$ cat src/rtl/fifo_pkg.sv
// fifo_pkg: shared defaults and types for the width-converting FIFOs
package fifo_pkg;
  localparam int DEF_DATA_WIDTH = 8;
  localparam int DEF_ADDR_WIDTH = 3;
  typedef logic [DEF_ADDR_WIDTH:0] fifo_level_t;
endpackage

$ cat src/rtl/fifo_n2w_if.sv
// fifo_n2w_if: write/read handshake and status bundle of the narrow-to-wide FIFO
interface fifo_n2w_if
  import fifo_pkg::*;
#(
  parameter int DATA_WIDTH = DEF_DATA_WIDTH,
  parameter int ADDR_WIDTH = DEF_ADDR_WIDTH
);
  logic                    wr;
  logic [DATA_WIDTH-1:0]   w_data;
  logic                    rd;
  logic [2*DATA_WIDTH-1:0] r_data;
  logic                    full;
  logic                    empty;
  logic [ADDR_WIDTH:0]     level;
  modport master (output wr, w_data, rd, input r_data, full, empty, level);
  modport slave (input wr, w_data, rd, output r_data, full, empty, level);
endinterface

$ cat src/rtl/fifo_n2w_ctrl.sv
// fifo_n2w_ctrl: pointers, fill level and flags of the narrow-to-wide FIFO
module fifo_n2w_ctrl
  import fifo_pkg::*;
#(
  parameter int ADDR_WIDTH = DEF_ADDR_WIDTH
) (
  input  logic                  clk,
  input  logic                  reset,
  input  logic                  wr,
  input  logic                  rd,
  output logic [ADDR_WIDTH-1:0] w_ptr,
  output logic [ADDR_WIDTH-1:0] r_ptr,
  output logic [ADDR_WIDTH:0]   level,
  output logic                  full,
  output logic                  empty,
  output logic                  wr_ok
);
  localparam int LW = ADDR_WIDTH + 1;
  localparam int DEPTH = 2 ** ADDR_WIDTH;
  logic rd_ok;
  assign full  = level == LW'(DEPTH);
  assign empty = level < LW'(2);
  assign wr_ok = wr & ~full;
  assign rd_ok = rd & ~empty;
  // a read consumes a whole pair, so r_ptr stays even
  always_ff @(posedge clk or posedge reset)
    if (reset) begin
      w_ptr <= '0;
      r_ptr <= '0;
      level <= '0;
    end else begin
      if (wr_ok) w_ptr <= w_ptr + ADDR_WIDTH'(1);
      if (rd_ok) r_ptr <= r_ptr + ADDR_WIDTH'(2);
      level <= level + LW'(wr_ok) - LW'({rd_ok, 1'b0});
    end
endmodule

$ cat src/rtl/fifo_n2w.sv
// fifo_n2w: narrow-to-wide FIFO packing two written words per read, first word low
module fifo_n2w
  import fifo_pkg::*;
#(
  parameter int DATA_WIDTH = DEF_DATA_WIDTH,
  parameter int ADDR_WIDTH = DEF_ADDR_WIDTH
) (
  input logic        clk,
  input logic        reset,
  fifo_n2w_if.slave  bus
);
  localparam int DEPTH = 2 ** ADDR_WIDTH;
  logic [DATA_WIDTH-1:0] mem [DEPTH];
  logic [ADDR_WIDTH-1:0] w_ptr, r_ptr;
  logic                  wr_ok;
  fifo_n2w_ctrl #(.ADDR_WIDTH(ADDR_WIDTH)) ctrl (
    .clk   (clk),
    .reset (reset),
    .wr    (bus.wr),
    .rd    (bus.rd),
    .w_ptr (w_ptr),
    .r_ptr (r_ptr),
    .level (bus.level),
    .full  (bus.full),
    .empty (bus.empty),
    .wr_ok (wr_ok)
  );
  always_ff @(posedge clk)
    if (wr_ok) mem[w_ptr] <= bus.w_data;
  assign bus.r_data = {mem[r_ptr + ADDR_WIDTH'(1)], mem[r_ptr]};
endmodule
$ cat src/flat_wrapper.sv
// flat-port wrapper written by rule: the top's interface ports become plain ports
module fifo_n2w_flat import fifo_pkg::*;
#(
  parameter int DATA_WIDTH = DEF_DATA_WIDTH,
  parameter int ADDR_WIDTH = DEF_ADDR_WIDTH
)
  (clk, reset, bus_wr, bus_w_data, bus_rd, bus_r_data, bus_full, bus_empty, bus_level);
  fifo_n2w_if #(.DATA_WIDTH(DATA_WIDTH), .ADDR_WIDTH(ADDR_WIDTH)) bus_i ();
  input logic clk;
  input logic reset;
  input wire logic [$bits(bus_i.wr)-1:0] bus_wr;
  input wire logic [$bits(bus_i.w_data)-1:0] bus_w_data;
  input wire logic [$bits(bus_i.rd)-1:0] bus_rd;
  output wire logic [$bits(bus_i.r_data)-1:0] bus_r_data;
  output wire logic [$bits(bus_i.full)-1:0] bus_full;
  output wire logic [$bits(bus_i.empty)-1:0] bus_empty;
  output wire logic [$bits(bus_i.level)-1:0] bus_level;
  assign bus_i.wr = bus_wr;
  assign bus_i.w_data = bus_w_data;
  assign bus_i.rd = bus_rd;
  assign bus_r_data = bus_i.r_data;
  assign bus_full = bus_i.full;
  assign bus_empty = bus_i.empty;
  assign bus_level = bus_i.level;
  fifo_n2w #(.DATA_WIDTH(DATA_WIDTH), .ADDR_WIDTH(ADDR_WIDTH)) u_core (.clk(clk), .reset(reset), .bus(bus_i));
endmodule
$ cat config.mk
export PLATFORM = sky130hd
export DESIGN_NAME = fifo_n2w_flat
export DESIGN_NICKNAME = d
export VERILOG_FILES = /design/src/rtl/fifo_pkg.sv /design/src/rtl/fifo_n2w_if.sv /design/src/rtl/fifo_n2w_ctrl.sv /design/src/rtl/fifo_n2w.sv /design/src/flat_wrapper.sv
export SDC_FILE = /design/constraint.sdc
export NUM_CORES = 1
export LEC_CHECK = 0
export CORE_ASPECT_RATIO = 1.25
export CORE_UTILIZATION = 46
export DETAILED_ROUTE_END_ITERATION = 8
export GPL_TIMING_DRIVEN = 0
export PLACE_DENSITY_LB_ADDON = 0.1
export SLEW_MARGIN = 30
export SYNTH_ARGS = -nofsm -noshare
export SYNTH_HDL_FRONTEND = slang
export SYNTH_SLANG_ARGS = --single-unit
$ cat constraint.sdc
create_clock -name clk -period 2.4 [get_ports clk]
set_input_delay 0.48 -clock clk [delete_from_list [all_inputs] [get_ports clk]]
set_output_delay 0.48 -clock clk [all_outputs]
set_load 0.01 [all_outputs]
-- Word-level counts from Yosys, hierarchy flattened
Memories as Yosys holds them, arrays and structs flattened.
Index checks and enable logic that the tools add are counted.
- bits in registers: 10
- logic and storage cells: 17
- memories kept: 1
- output and inout bits: 22
- memory bits (writable): 64
- input bits: 12
- memory list (memory ; depth ; bits a word ; rd ports ; clocked after Yosys merged registers in ; write ports ; RTL line ; RTL):
    u_core.mem ; 8 ; 8 ; 2 ; 0 ; 1 ; fifo_n2w.sv:13 ; logic [DATA_WIDTH-1:0] mem [DEPTH];
- bitwise logic cells: 4
- mux-type cells: 2
- magnitude comparators: 1
- add/subtract/negate cells: 5
- equality and inequality tests: 1
- operators by type and width (kind ; number):
    adder 3 x 1 -> 3 bit, second input constant ; 2
    adder 4 x 1 -> 4 bit ; 1
    == test 4 bit, second input constant ; 1
    less-than comparator 4 x 2 -> 1 bit, second input constant ; 1
    subtractor 4 x 2 -> 4 bit ; 1
    adder 3 x 2 -> 3 bit, second input constant ; 1
    AND 1 bit ; 2
    two-way mux 1 bit ; 2
    NOT 1 bit ; 2

-- Longest topological paths before layout
- word-level depth: 5
- depth in mapped cells: 8
- depth with buffers taken out: 8

-- Modules after synthesis
Synthesis repeated with hierarchy kept, for this count alone.
- cell total of the unflattened synthesis: 209
- area, all modules: 3716.1 sq um
- by module, submodules not included (module ; sequential area each (sq um) ; area each (sq um) ; cells each ; instances):
    fifo_n2w ; 1921.8 ; 3114.2 ; 153 ; 1
    fifo_n2w_ctrl ; 225.2 ; 601.8 ; 56 ; 1

-- Worst setup path after synthesis
OpenSTA, ideal clock, no wires.
- path kind: flip-flop to flip-flop
- start point: register u_core.ctrl.level[2]
- end point: memory u_core.mem[2][0] (netlist bit) (enable)
- setup time: 0.398 ns
- arrival: 1.995 ns
- path buffers: 1
- path slack: 0.007 ns
- stages on the path, launching flop included: 6
- required time: 2.002 ns
- clock period less this slack: 2.393 ns
- cells stage by stage: dfrtp_1 > inv_1 > ha_1 > nor3b_2 > buf_6 > nor4b_1
- word-level cells in the longest chain between the ends: 5
- ends and longest elaborated chain (element ; RTL line ; RTL):
    start, declared ; fifo_n2w_ctrl.sv:13 ; output logic [ADDR_WIDTH:0] level,
    start signal, assigned ; fifo_n2w_ctrl.sv:34 ; level <= level + LW'(wr_ok) - LW'({rd_ok, 1'b0});
    == test 4 bit ; fifo_n2w_ctrl.sv:21 ; assign full = level == LW'(DEPTH);
    via bus_full ; flat_wrapper.sv:15 ; output wire logic [$bits(bus_i.full)-1:0] bus_full;
    NOT 1 bit ; fifo_n2w_ctrl.sv:23 ; assign wr_ok = wr & ~full;
    AND 1 bit ; fifo_n2w_ctrl.sv:23 ;
    two-way mux 1 bit ; fifo_n2w.sv:29 ; if (wr_ok) mem[w_ptr] <= bus.w_data;
    two-way mux 1 bit (not written as such) ; fifo_n2w.sv:29 ;
    end, declared ; fifo_n2w.sv:13 ;
The timed path passes the listed nets, and every way through them passes these cells.

-- Worst setup path in the final report
- start point: register u_core.ctrl.r_ptr[1]
- end point: output port bus_r_data[1]
- word-level cells in the longest chain between the ends: 1
- ends and longest elaborated chain (element ; RTL line ; RTL):
    start, declared ; fifo_n2w_ctrl.sv:12 ; output logic [ADDR_WIDTH-1:0] r_ptr,
    start signal, assigned ; fifo_n2w_ctrl.sv:33 ; if (rd_ok) r_ptr <= r_ptr + ADDR_WIDTH'(2);
    memory (8 x 8 bit) ; -- ;
    end, declared ; flat_wrapper.sv:14 ; output wire logic [$bits(bus_i.r_data)-1:0] bus_r_data;
No other way between the ends.

==> flow_summary_export.csv <==
group,metric,value,unit
synth,synth_seq_cells,73,
sta,setup_tns,0,ps
worst_setup_path,crit_path_end_kind,"output port",
synth,synth_mux_area_frac,0.1211,
pwr,ir_drop,0.6974,mV
synth,syn-num-nets,174,
finish,n_antenna_cell,0,
floorplan,start_util,0.4814,
sta,clock_skew,4.694,ps
synth,synth_top_area_cell,"edfxtp_1",
pwr,leakagePower,1.380,nW
grt,grt_max_degree,13,
grt,grt.met2_usage,0.3174,
floorplan,coreArea,0.006246,mm²
grt,busiest_layer,"met2",
clock_network,clkSinkCount,73,
floorplan,io_pins,34,
synth,yosysSeqAreaShare,0.7141,
placed_design,hpwl,3.818,mm
worst_setup_path,required,1920,ps
synth,syn-instance-count,154,
clock_network,clock_path_buffers,2,
drt,drtPass1Iterations,4,
sta,setup_viol,0,
finish,drive_gt1_frac,0.2757,
pwr,p_per_area,1224,mW/mm²
worst_setup_path,cp_num_buf_inv,4,
drt,routedWlPerCell,18.75,µm
drt,wl,5.607,mm
grt,grt.met1_usage,0.2327,
floorplan,die_w,74.31,µm
worst_setup_path,critPathTopFamily,"buffers and inverters",
clock_network,root_buffer,"clkbuf_8",
floorplan,die_y,92.39,µm
sta,hold_viol,0,
sta,rsz0062_at_grt,"no",
synth,synthTopCellsByCount,"edfxtp_1, mux4_2, dfrtp_1",
synth,ys_types,33,
sta,max_freq,432.4,MHz
clock_network,cts_hold_buf,0,
drt,drtAntennaViolNets,0,
grt,grt_pass1_vias,1737,
synth,yosysMostFrequentCell,"edfxtp_1",
synth,synth_xor_area_frac,0.002913,
floorplan,fp.dieArea,0.006866,mm²
finish,fillers,495,
synth,synth_ff_type,"edfxtp_1",
sta,slew_headroom,0.4426,
worst_setup_path,crit_path_start_kind,"flip-flop",
grt,antenna_found_initial,0,
worst_setup_path,cp_max_fo,10,
synth,synth_top_family_by_area,"multiplexers",
clock_network,cts_made_buffers,9,
worst_setup_path,critPathSlowestCell,"mux4_2",
drt,drcViolationCount,0,
placed_design,gpl.final_weighted_congestion,0.7841,
grt,overflow,0,
synth,synth_area_leaders,"edfxtp_1, mux4_2, dfrtp_1",
worst_setup_path,cp_data_arrival_time,1830,ps
flow_run,drv_cap,0,
drt,vias_per_cell,5.361,
floorplan,row_count,32,
sta,hold_ws,419.3,ps
finish,fin_nets,229,
worst_setup_path,worstPathCellList,"buf_4 > buf_12 > buf_4 > mux4_2 > clkdlybuf4s15_1",
synth,synth_area_per_cell,19.52,µm²
hold_path,hp-class,"input pin to asynchronous set/reset pin",
placed_design,io_buffers,33,
grt,grt_first_pass_wirelength,9.073,mm
clock_network,clk_pin_slew_worst_paths,70,ps
finish,syn_to_final_growth,27.51,%
clock_network,cts_tree,"built",
sta,period_needed,2313,ps
drt,first_iter_violations,156,
synth,synth_compound_area_frac,0.02871,
clock_network,cts_max_level,3,
synth,synth_adder_area_share,0.03329,
synth,ys_warn_count,0,
drt,dr_total_vias,1603,
worst_setup_path,critPathKind,"flip-flop to output port",
synth,synth_top_area_share,0.6392,
worst_setup_path,critPathMaxStageDelay,490,ps
sta,tightest_slew,832.4,ps
status,status,"finished, final reports clean",
clock_network,clk_latency,330,ps
worst_setup_path,worst_path_most_repeated_cell,"buf_4",
grt,grt_use_met3,0.02720,
synth,synthSimpleGateAreaFrac,0.07241,
sta,finalCritPeriodShare,0.9637,
synth,synth_edf_count,64,
sta,final_max_slew_viol_count,0,
synth,async_reset_ff_frac,0.1233,
grt,grt_usage,0.1881,
synth,synthesis.area,0.003007,mm²
metrics by stage:
stage | worst slack (ps) | utilization | area (µm²) | cells | power (mW)
after global routing | 6.371 | 0.6138 | 3834 | 299 | 4.943
after CTS | 34.07 | 0.6088 | 3802 | 297 | 4.714
final | 87.09 | 0.6138 | 3834 | 299 | 4.691
after global placement | -700.4 | 0.5513 | 3443 | 272 | 3.436
after floorplan | 7.135 | - | 3007 | 154 | 2.813
after detailed placement | -33.26 | 0.5627 | 3515 | 275 | 3.584
registers in the layout (all words and copies together), names as in the netlist:
name	count
u_core.ctrl.w_ptr	3
u_core.mem	64
u_core.ctrl.r_ptr	2
u_core.ctrl.level	4
worst paths after layout:
check                                          start              endpoint  depth (start not counted)  slack [ps]
worst min-delay path                           reset  u_core.ctrl.level[0]                          2         420
worst max register to register  u_core.ctrl.level[2]      u_core.mem[0][1]                          7         120
worst min register to register  u_core.ctrl.level[0]  u_core.ctrl.level[0]                          1         650
max in group asynchronous                      reset  u_core.ctrl.w_ptr[2]                          2        1710
worst max-delay path            u_core.ctrl.r_ptr[1]         bus_r_data[1]                          5          90
min in group clk                u_core.ctrl.level[0]  u_core.ctrl.level[0]                          1         650
worst register-to-register path, delay by kind of cell (launching register included):
kind | cells | cell delay, ps
adders and majority gates | 1 | 200
buffers and inverters | 4 | 640
DFF | 1 | 380
and+or+nand+nor | 2 | 770
metal layers:
metal	share of wire	up-vias	routed length, µm
met5	0	-	0
met4	0.0039	0	22
met3	0.031	2	175
met2	0.55	39	3074
met1	0.42	832	2334
li1	-	730	-
layout by cell type, fill, tap and decap left out, types with 4 or more instances in the layout:
cell,synthesis,routed
nand2b_1,6,6
edfxtp_1,64,64
inv_1,6,5
ha_1,8,7
dlygate4sd2_1,0,14
dfrtp_1,9,9
clkbuf_8,0,9
nand2_1,4,4
nand3b_1,4,4
clkdlybuf4s50_1,0,15
mux4_2,15,15
buf_4,1,12
cells by family (layout without fill, tap and decap cells):
family          count (synthesis)  in the layout
buf+inv                        14             74
flops                          73             73
xor+xnor                        1              1
mux                            16             16
simple gates                   31             31
fa+ha+maj                       8              8
compound gates                 11             11
final cells by class:
type                       count  area, µm²  share of cell area
buffer                         8      75.07             0.01958
clock buffer                   9      123.9             0.03231
clock inverter                 7      108.9             0.02839
inverter                       6      22.52            0.005875
multi-input combinational     67      847.1              0.2210
sequential                    73       2147              0.5601
tap                           85      106.4             0.02774
timing repair buffer          44      402.9              0.1051
report_power, final:
group          leakage [nW]  internal [mW]  switching [mW]  total, mW
Sequential            0.687           1.63           0.118       1.75
Combinational         0.581          0.977           0.852       1.83
Clock                 0.112          0.680           0.430       1.11
what timing repair did:
item                                    in CTS  in global routing
endpoints found under the setup margin      17                  8
buffers inserted                             6                  2
resized for setup                           25                  4
Note: power is estimated with default switching activity, not from simulation.
